### src/rtl/reorder_45_if.sv
// Stream bundle for the 45-point digit-reversed reorder buffer: one input
// stream from the transform core and one natural-order output stream.
interface reorder_45_if #(
  parameter int DW = 16
);
  logic [DW-1:0] in_data;
  logic          in_valid;
  logic          in_sync;
  logic          in_ready;
  logic [DW-1:0] out_data;
  logic          out_valid;
  logic          out_ready;
  logic [5:0]    out_idx;
  logic          out_last;
  logic          sync_err;

  modport slave (
    input  in_data, in_valid, in_sync, out_ready,
    output in_ready, out_data, out_valid, out_idx, out_last, sync_err
  );

  modport master (
    output in_data, in_valid, in_sync, out_ready,
    input  in_ready, out_data, out_valid, out_idx, out_last, sync_err
  );
endinterface

### src/rtl/reorder_45.sv
// Ping-pong reorder buffer: writes (3,3,5) digit-reversed samples to their
// natural address and drains each completed bank in natural order.
module reorder_45 #(
  parameter int DW = 16
) (
  input  logic         clk,
  input  logic         rst,
  reorder_45_if.slave  bus
);

  localparam logic [5:0] last_pos = 6'd44;

  // Natural address of the sample whose digits are (d0,d1,d2): 15*d0 + 5*d1 + d2.
  function automatic logic [5:0] perm_addr(input logic [1:0] d0,
                                           input logic [1:0] d1,
                                           input logic [2:0] d2);
    logic [5:0] a15;
    logic [5:0] a5;
    a15 = {d0, 4'b0000} - {4'b0000, d0};
    a5  = {2'b00, d1, 2'b00} + {4'b0000, d1};
    return a15 + a5 + {3'b000, d2};
  endfunction

  // Stream position of the same digits: d0 + 3*d1 + 9*d2.
  function automatic logic [5:0] stream_pos(input logic [1:0] d0,
                                            input logic [1:0] d1,
                                            input logic [2:0] d2);
    logic [5:0] p3;
    logic [5:0] p9;
    p3 = {3'b000, d1, 1'b0} + {4'b0000, d1};
    p9 = {d2, 3'b000} + {3'b000, d2};
    return {4'b0000, d0} + p3 + p9;
  endfunction

  logic [DW-1:0] mem_r [0:1][0:44];
  logic [1:0]    full_r;
  logic          wr_bank_r;
  logic          rd_bank_r;
  logic [1:0]    d0_r;
  logic [1:0]    d1_r;
  logic [2:0]    d2_r;
  logic [5:0]    rd_cnt_r;
  logic          sync_err_r;

  logic [5:0]    wr_cnt_s;
  logic [5:0]    wr_addr_s;
  logic [5:0]    wr_ptr_s;
  logic          in_ready_s;
  logic          out_valid_s;
  logic          wr_fire_s;
  logic          rd_fire_s;
  logic          wr_done_s;
  logic          rd_done_s;
  logic          resync_s;
  logic [1:0]    d0_nxt_s;
  logic [1:0]    d1_nxt_s;
  logic [2:0]    d2_nxt_s;
  logic [1:0]    full_nxt_s;

  assign wr_cnt_s    = stream_pos(d0_r, d1_r, d2_r);
  assign wr_addr_s   = perm_addr(d0_r, d1_r, d2_r);
  assign in_ready_s  = !full_r[wr_bank_r] && !rst;
  assign out_valid_s = full_r[rd_bank_r] && !rst;
  assign wr_fire_s   = bus.in_valid && in_ready_s;
  assign rd_fire_s   = out_valid_s && bus.out_ready;
  assign wr_done_s   = wr_fire_s && !bus.in_sync && (wr_cnt_s == last_pos);
  assign rd_done_s   = rd_fire_s && (rd_cnt_r == last_pos);
  assign resync_s    = wr_fire_s && bus.in_sync && (wr_cnt_s != 6'd0);
  assign wr_ptr_s    = bus.in_sync ? 6'd0 : wr_addr_s;

  // Next write digits: sync restarts at index 1, frame end clears, else ripple.
  always_comb begin
    d0_nxt_s = d0_r;
    d1_nxt_s = d1_r;
    d2_nxt_s = d2_r;
    if (bus.in_sync) begin
      d0_nxt_s = 2'd1;
      d1_nxt_s = 2'd0;
      d2_nxt_s = 3'd0;
    end else if (wr_cnt_s == last_pos) begin
      d0_nxt_s = 2'd0;
      d1_nxt_s = 2'd0;
      d2_nxt_s = 3'd0;
    end else if (d0_r == 2'd2) begin
      d0_nxt_s = 2'd0;
      if (d1_r == 2'd2) begin
        d1_nxt_s = 2'd0;
        d2_nxt_s = d2_r + 3'd1;
      end else begin
        d1_nxt_s = d1_r + 2'd1;
      end
    end else begin
      d0_nxt_s = d0_r + 2'd1;
    end
  end

  // Bank occupancy: the completing write and read always target different banks.
  always_comb begin
    full_nxt_s = full_r;
    if (wr_done_s) begin
      full_nxt_s[wr_bank_r] = 1'b1;
    end else begin
      full_nxt_s[wr_bank_r] = full_r[wr_bank_r];
    end
    if (rd_done_s) begin
      full_nxt_s[rd_bank_r] = 1'b0;
    end else begin
      full_nxt_s[rd_bank_r] = full_nxt_s[rd_bank_r];
    end
  end

  // Control state: digits, pointers, read counter, occupancy and error pulse.
  always_ff @(posedge clk) begin
    if (rst) begin
      d0_r       <= 2'd0;
      d1_r       <= 2'd0;
      d2_r       <= 3'd0;
      wr_bank_r  <= 1'b0;
      rd_bank_r  <= 1'b0;
      rd_cnt_r   <= 6'd0;
      full_r     <= 2'b00;
      sync_err_r <= 1'b0;
    end else begin
      if (wr_fire_s) begin
        d0_r <= d0_nxt_s;
        d1_r <= d1_nxt_s;
        d2_r <= d2_nxt_s;
      end
      if (wr_done_s) begin
        wr_bank_r <= ~wr_bank_r;
      end
      if (rd_fire_s) begin
        rd_cnt_r <= rd_done_s ? 6'd0 : rd_cnt_r + 6'd1;
      end
      if (rd_done_s) begin
        rd_bank_r <= ~rd_bank_r;
      end
      full_r     <= full_nxt_s;
      sync_err_r <= resync_s;
    end
  end

  // Sample storage is deliberately left unreset; occupancy flags guard it.
  always_ff @(posedge clk) begin
    if (wr_fire_s) begin
      mem_r[wr_bank_r][wr_ptr_s] <= bus.in_data;
    end
  end

  assign bus.in_ready  = in_ready_s;
  assign bus.out_valid = out_valid_s;
  assign bus.out_data  = out_valid_s ? mem_r[rd_bank_r][rd_cnt_r] : {DW{1'b0}};
  assign bus.out_idx   = out_valid_s ? rd_cnt_r : 6'd0;
  assign bus.out_last  = out_valid_s && (rd_cnt_r == last_pos);
  assign bus.sync_err  = sync_err_r;

endmodule
### src/flat_wrapper.sv
// flat-port wrapper written by rule: the top's interface ports become plain ports
module reorder_45_flat 
#(
  parameter int DW = 16
)
  (clk, rst, bus_in_data, bus_in_valid, bus_in_sync, bus_out_ready, bus_in_ready, bus_out_data, bus_out_valid, bus_out_idx, bus_out_last, bus_sync_err);
  reorder_45_if #(.DW(DW)) bus_i ();
  input  logic clk;
  input  logic rst;
  input wire logic [$bits(bus_i.in_data)-1:0] bus_in_data;
  input wire logic [$bits(bus_i.in_valid)-1:0] bus_in_valid;
  input wire logic [$bits(bus_i.in_sync)-1:0] bus_in_sync;
  input wire logic [$bits(bus_i.out_ready)-1:0] bus_out_ready;
  output wire logic [$bits(bus_i.in_ready)-1:0] bus_in_ready;
  output wire logic [$bits(bus_i.out_data)-1:0] bus_out_data;
  output wire logic [$bits(bus_i.out_valid)-1:0] bus_out_valid;
  output wire logic [$bits(bus_i.out_idx)-1:0] bus_out_idx;
  output wire logic [$bits(bus_i.out_last)-1:0] bus_out_last;
  output wire logic [$bits(bus_i.sync_err)-1:0] bus_sync_err;
  assign bus_i.in_data = bus_in_data;
  assign bus_i.in_valid = bus_in_valid;
  assign bus_i.in_sync = bus_in_sync;
  assign bus_i.out_ready = bus_out_ready;
  assign bus_in_ready = bus_i.in_ready;
  assign bus_out_data = bus_i.out_data;
  assign bus_out_valid = bus_i.out_valid;
  assign bus_out_idx = bus_i.out_idx;
  assign bus_out_last = bus_i.out_last;
  assign bus_sync_err = bus_i.sync_err;
  reorder_45 #(.DW(DW)) u_core (.clk(clk), .rst(rst), .bus(bus_i));
endmodule
### config.mk
export PLATFORM = sky130hd
export DESIGN_NAME = reorder_45_flat
export DESIGN_NICKNAME = d
export VERILOG_FILES = /design/src/rtl/reorder_45_if.sv /design/src/rtl/reorder_45.sv /design/src/flat_wrapper.sv
export SDC_FILE = /design/constraint.sdc
export NUM_CORES = 2
export LEC_CHECK = 0
export ABC_AREA = 0
export CORE_ASPECT_RATIO = 0.8
export CORE_MARGIN = 1
export CORE_UTILIZATION = 25
export DETAILED_ROUTE_END_ITERATION = 10
export GPL_TIMING_DRIVEN = 0
export PLACE_DENSITY = 0.41
export SYNTH_ARGS = -nofsm -noshare
export SYNTH_HDL_FRONTEND = slang
export SYNTH_SLANG_ARGS = --single-unit
### constraint.sdc
create_clock -name clk -period 6.3 [get_ports clk]
set_clock_uncertainty 0.15 [all_clocks]
set_input_delay 0.945 -clock clk [delete_from_list [all_inputs] [get_ports clk]]
set_output_delay 0.945 -clock clk [all_outputs]
set_load 0.005 [all_outputs]
# Yosys cells after proc, flatten, opt, wreduce, memory -nomap -nowiden
# Memories as Yosys holds them, arrays and structs flattened. A register that Yosys moved wholly into a read port is not among the register bits.
# Cells that the tools add are included.
[word_totals]
regBits = 18
latch_bits = 0
ramBits = 1440
rom_bits = 0
inputBits = 21
output_inout_bits = 26
word_cells = 98
memories = 1
[classes]
add_sub_neg = 12
multipliers = 0
div_mod_pow = 0
n_lt_le_gt_ge = 7
n_eq_ne = 4
shifts = 0
n_mux = 38
bitwise = 7
n_reduce_logical = 21
[mem_list]
columns = ["name", "depth", "width", "read_ports", "rd_ports_with_merged_regs", "wr", "line_no", "source"]
rows = [
  ["u_core.mem_r", 2, 720, 1, 1, 1, "reorder_45.sv:35", "logic [DW-1:0] mem_r [0:1][0:44];"],
]
[ops]
columns = ["operator", "count"]
rows = [
  ["$mux 720", 1],
  ["$bmux 16 s6", 1],
  ["$demux 16 s6", 1],
  ["$mux 16", 4],
  ["$mux 2", 9],
  ["$mux 6", 3],
  ["$ge 7x7->1 const B", 2],
  ["$not 6->7", 2],
  ["$logic_and 1x1->1", 13],
  ["$add 6x3->6", 2],
  ["$add 6x6->6", 2],
  ["$eq 6x6->1 const B", 2],
  ["$mux 3", 4],
  ["$mux 1", 11],
  ["$lt 7x1->1 const B", 1],
  ["$add 2x6->6", 1],
  ["$add 6x1->6 const B", 1],
  ["$reduce_bool 3->1", 2],
  ["$reduce_bool 6->1", 1],
  ["$sub 6x2->6", 1],
  ["$add 4x2->5", 1],
  ["$add 2x1->2 const B", 2],
  ["$add 3x2->4", 1],
  ["$bwmux 2", 2],
  ["12 further kinds", 19],
]

# Longest topological paths before layout
[depth]
ltp_word = 12
mapped_depth = 13
mapped_depth_nobuf = 13

# Least setup slack after synthesis
# OpenSTA, ideal clock, no wires.
[synth_timing]
path_kind = "register to register"
from = "reg u_core.d1_r[1]"
to = "mem u_core.mem_r[0][320] (netlist name) (enable)"
setup_time_ps = 430
arrival_ps = 4017
required_ps = 5720
slack_ps = 1703
path_stages_with_launch = 11
path_buffers = 0
synth_period_minus_slack_ps = 4597
cell_sequence = "dfxtp_1 > inv_1 > fa_1 > inv_1 > ha_1 > a21o_1 > a21oi_2 > o2111a_1 > a211oi_2 > or3_1 > nor4_1"
[synth_via]
elab_chain_len = 10
word_cells_on_any_way = 11
cone_classes = "3 x add/sub; 2 x order compare; 4 x mux; 1 x bitwise; 1 x reduce/logical"
[synth_lines]
columns = ["item", "line_no", "source"]
rows = [
  ["from (decl)", "reorder_45.sv:40", "logic [1:0] d1_r;"],
  ["from (signal assigned)", "reorder_45.sv:126", "d1_r <= d1_nxt_s;"],
  ["$add 4x2->5 *", "reorder_45.sv:20", "a5 = {2'b00, d1, 2'b00} + {4'b0000, d1};"],
  ["$add 6x6->6 *", "reorder_45.sv:21", "return a15 + a5 + {3'b000, d2};"],
  ["$add 6x3->6 *", "reorder_45.sv:21", ""],
  ["$mux 6 *", "reorder_45.sv:69", "assign wr_ptr_s = bus.in_sync ? 6'd0 : wr_addr_s;"],
  ["$not 6->7 (not written as such) *", "reorder_45.sv:146", "mem_r[wr_bank_r][wr_ptr_s] <= bus.in_data;"],
  ["$ge 7x7->1 (not written as such) / $lt 7x1->1 (equally long branches)", "reorder_45.sv:146", ""],
  ["$logic_and 1x1->1 (not written as such)", "reorder_45.sv:146", ""],
  ["$mux 16 (not written as such)", "reorder_45.sv:146", ""],
  ["$demux 16 s6 *", "reorder_45.sv:146", ""],
  ["$mux 720 (not written as such) *", "reorder_45.sv:146", ""],
  ["to (decl)", "reorder_45.sv:35", ""],
]
# Every way passes the cells marked *; elsewhere a longest branch is shown, timed or not.

# Worst setup path in the final report
[layout_timing]
from = "reg u_core.rd_cnt_r[2]"
to = "out bus_out_data[4]"
[layout_via]
elab_chain_len = 5
[layout_lines]
columns = ["item", "line_no", "source"]
rows = [
  ["from (decl)", "reorder_45.sv:42", "logic [5:0] rd_cnt_r;"],
  ["from (signal assigned)", "reorder_45.sv:133", "rd_cnt_r <= rd_done_s ? 6'd0 : rd_cnt_r + 6'd1;"],
  ["$not 6->7 (not written as such)", "reorder_45.sv:152", "assign bus.out_data = out_valid_s ? mem_r[rd_bank_r][rd_cnt_r] : {DW{1'b0}};"],
  ["$bmux 16 s6", "reorder_45.sv:152", ""],
  ["$mux 16 (not written as such) (2 in series)", "reorder_45.sv:152", ""],
  ["$mux 16", "reorder_45.sv:152", ""],
  ["to (decl)", "flat_wrapper.sv:15", "output wire logic [$bits(bus_i.out_data)-1:0] bus_out_data;"],
]
# No other way between the ends. The select of a mux whose other input is x is not followed.

==> flow_summary.yaml <==
power:
  leakagePower_uw: 0.02057
  combinational_fraction_of_design_power_pct: 1.9
  cellInternalPower_uw: 15480
  seq_power_share_pct: 54.3
  total_switching_power_uw: 4206
  irDropWorstVdd_v: 0.0002043
  clkPwrFrac_pct: 43.9
  switching_share_pct: 21.37
  power.density_cell_area_nw_per_um2: 287.8
timing:
  actual_slew_at_the_worst_max_slew_pin_ps: 1443
  final_setup_violation_count: 0
  portion_of_the_clock_cycle_consumed_by_the_worst_path_in_the_final_layout_pct: 99.79
  relSlewSlack_pct: 3.809
  max_freq_mhz: 159.1
  finalMaxSlewViolations: 0
  hold_viol: 0
  grt_setup_unrepaired: "false"
  timing.final.crit_period_ps: 6287
  final_total_negative_setup_slack_ps: 0
  hold_slack_ps: 331.7
layout:
  instances_no_fill: 6227
  ff_latch_area_um2: 43620
  layout.nets: 3154
  syn_to_layout_area_delta_pct: 20.22
  post_route_cells_drive_above_1_share_pct: 26.17
  fillCellCount: 22020
  layout.cells.most_common_list: "sky130_fd_sc_hd__edfxtp_1 (1440), sky130_fd_sc_hd__mux4_2 (276), sky130_fd_sc_hd__mux2i_1 (208)"
  layout.cells.most_common: "sky130_fd_sc_hd__edfxtp_1"
  total_area_of_multi_input_combinational_cells_um2: 12690
detailed_routing:
  drtIter0Drc: 3647
  count_of_antenna_violating_nets_left_after_detailed_routing: 0
  detailed_route_wl_um: 193400
  drt-pass1-iter-count: 7
  detailroute.via_count: 29970
  avgRoutedWirePerCell_um: 31.06
  vias_per_cell: 4.813
  detail_route.drc_violations: 0
critical_path:
  critical_path.max_stage_delay_ps: 810
  regToRegEndpoint: "u_core.mem_r[0][123]"
  rr_startpoint: "u_core.d1_r[1]"
  cp_slowest_cell: "sky130_fd_sc_hd__clkbuf_1"
  cell_seen_most_often_among_critical_path_stages: "sky130_fd_sc_hd__buf_2"
  worst_setup_path_endpoint: "bus_out_data[4]"
  setup.worst_path.end_class: "primary output"
  worstSetupStartpointType: "flip-flop"
  worst_setup_path_startpoint: "u_core.rd_cnt_r[2]"
  worstPathRequired_ps: 5200
  worst_endpoint_data_arrival_time_ps: 5190
  worstRegToRegCells: 11
  critical_path.max_fanout: 11
  r2r_slack_ps: 670
  critical_path.cell_chain: "buf_2 -> or3b_1 -> buf_2 -> buf_2 -> clkbuf_1 -> o22ai_1 -> a211oi_1 -> a21oi_1 -> nand2_1 -> nand3_1 -> clkdlybuf4s50_1"
  timing_worst_setup_path_type: "flip-flop to primary output"
synth:
  syn_inst: 2784
  ys_async_rst_share_pct: 0
  synthDominantAreaCellType: "sky130_fd_sc_hd__edfxtp_1"
  synth_top_flop_cell: "sky130_fd_sc_hd__edfxtp_1"
  yosysUniqueCellTypes: 56
  syn_area_um2: 56890
  yosysWarnings: 0
  synth_top_area_share_pct: 76.01
  synthesis.nets: 2834
  synth-seq-area-share_pct: 76.68
  synth_area_leaders: "sky130_fd_sc_hd__edfxtp_1 (76%), sky130_fd_sc_hd__mux4_2 (11%), sky130_fd_sc_hd__mux2i_1 (3.7%)"
  ys_ff_latch: 1459
  postSynthAreaPerCell_um2: 20.43
  count_of_flip_flops_with_a_built_in_enable_after_synthesis: 1440
die:
  die-area_um2: 229500
  fp-row-count: 156
  die_y_um: 428.7
  floorplan.initialDensity_pct: 25.17
  die_width_um: 535.3
  coreArea_um2: 226000
  num_io_pins: 47
global_route:
  globalRouteTotalUtil_pct: 16.73
  antenna_found_initial: 21
  grt_pass1_vias: 29250
  grt_first_pass_wirelength_um: 261700
  pin_count_of_the_biggest_net_entering_global_routing: 75
  grt_remaining_overflow: 0
placement:
  port_buffers: 45
  dpl.hpwl_um: 136100
  dp.cells: 5957
  global_placement_routability_congestion: 0.8558
run_status:
  outcome: "completed"
clocking:
  htree_levels: 4
  post_cts_buffers: 0
  tritoncts: "yes"
  clockRootBuffer: "sky130_fd_sc_hd__clkbuf_16"
  deepest_clock_path_buffer_count: 3
  cts-buffers-inserted: 149
  clkLatencyLatePin_ps: 790
  cts.sink_count: 1459
  worst_setup_hold_path_clk_slew_ps: 60
job:
  drv_cap: 0
worst_hold_path:
  min-delay-path-class: "flip-flop to flip-flop"
stage by stage:
stage                     total power, µW  worst slack (ps)  utilization (%)  area (µm²)
after detailed placement            11260            -99.14            28.15       63630
after floorplan                     10960              1703                -       56890
after global placement              11260             -2303            27.03       61100
final                               19680             12.97            30.26       68390
after CTS                           19870             26.64            30.25       68370
after global routing                20220             23.43            30.26       68380
registers in the layout (all words and copies together) (netlist names), named ones only:
register,flops
u_core.bus.sync_err,1
u_core.d0_r,2
u_core.d1_r,2
u_core.d2_r,3
u_core.full_r,2
u_core.mem_r,1440
u_core.rd_bank_r,1
u_core.rd_cnt_r,6
u_core.wr_bank_r,1
repair_timing:
item | 4_1_cts | 5_1_grt
hold buffers | 0 | 0
endpoints found under the hold margin | 0 | 0
endpoints found under the setup margin | 14 | 8
resized for setup | 37 | 16
cloned | 0 | 0
cell usage after synthesis (6+ instances only):
cell	instances
sky130_fd_sc_hd__edfxtp_1	1440
sky130_fd_sc_hd__mux4_2	276
sky130_fd_sc_hd__mux2i_1	208
sky130_fd_sc_hd__nor2_1	116
sky130_fd_sc_hd__nand2_1	78
sky130_fd_sc_hd__o22ai_1	67
sky130_fd_sc_hd__clkbuf_1	62
sky130_fd_sc_hd__a21oi_1	59
sky130_fd_sc_hd__o21ai_0	44
sky130_fd_sc_hd__a211oi_1	37
sky130_fd_sc_hd__buf_4	31
sky130_fd_sc_hd__buf_2	30
sky130_fd_sc_hd__a22oi_1	26
sky130_fd_sc_hd__ha_1	24
sky130_fd_sc_hd__inv_1	24
sky130_fd_sc_hd__nand3_1	23
sky130_fd_sc_hd__dfxtp_1	19
sky130_fd_sc_hd__nor3_1	18
sky130_fd_sc_hd__buf_6	17
sky130_fd_sc_hd__nor4_1	16
sky130_fd_sc_hd__o221ai_1	16
sky130_fd_sc_hd__a221oi_1	15
sky130_fd_sc_hd__buf_1	15
sky130_fd_sc_hd__and3_1	12
sky130_fd_sc_hd__a211o_1	11
sky130_fd_sc_hd__a2111oi_0	10
sky130_fd_sc_hd__a32oi_1	10
sky130_fd_sc_hd__xnor2_1	7
sky130_fd_sc_hd__and2_1	6
worst min-delay path by stage:
stage,to,cells past startpoint,slack (ps),startpoint
2_1_floorplan,u_core.full_r[0],2,290,u_core.full_r[0]
3_3_place_gp,u_core.full_r[0],2,320,u_core.full_r[0]
3_5_place_dp,u_core.full_r[0],2,330,u_core.full_r[0]
4_1_cts,u_core.full_r[0],2,330,u_core.full_r[0]
5_1_grt,u_core.full_r[0],2,360,u_core.full_r[0]
6_report,u_core.full_r[0],2,330,u_core.full_r[0]
area by class of cell:
type | count | area share (%)
antenna | 4 | 0.01464
buffer | 153 | 1.330
clock buffer | 187 | 5.783
clock inverter | 81 | 1.003
inverter | 26 | 0.1427
multi-input combinational | 1144 | 18.56
sequential | 1459 | 63.78
tap | 3002 | 5.492
timing repair buffer | 171 | 3.900
logic make-up after synthesis:
| group | Yosys count | synth area share, % |
|---|---|---|
| XOR/XNOR | 12 | 0.1847 |
| multiplexers | 484 | 14.59 |
| AND/OR/NAND/NOR | 295 | 2.340 |
| flip-flops | 1459 | 76.68 |
| buffers and inverters | 181 | 1.689 |
| AO/OA/AOI/OAI | 324 | 3.818 |
| adder cells (fa/ha/maj) | 29 | 0.7038 |
power groups by stage:
stage                     registers (µW)  clock network [µW]  logic [µW]
after global routing               10700                9150         396
after floorplan                    10900                   0        70.6
final                              10700                8630         371
after CTS                          10700                8820         375
after global placement             10900                   0         318
after detailed placement           10900                   0         375
metal layers:
metal	track usage, %	wire, µm	up-vias
li1	-	-	12270
met1	26.54	95380	16400
met2	23.54	81230	1123
met3	3.158	14290	179
met4	2.928	2508	0
met5	0	0	-
worst max-delay path, delay by kind of cell, from the launching register on:
| kind | cells | cell delay [ps] |
|---|---|---|
| AOI/OAI and AO/OA | 3 | 1200 |
| buffers and inverters | 5 | 2290 |
| and+or+nand+nor | 3 | 580 |
| DFF | 1 | 290 |
No activity file was read; power rests on OpenSTA's default activity.
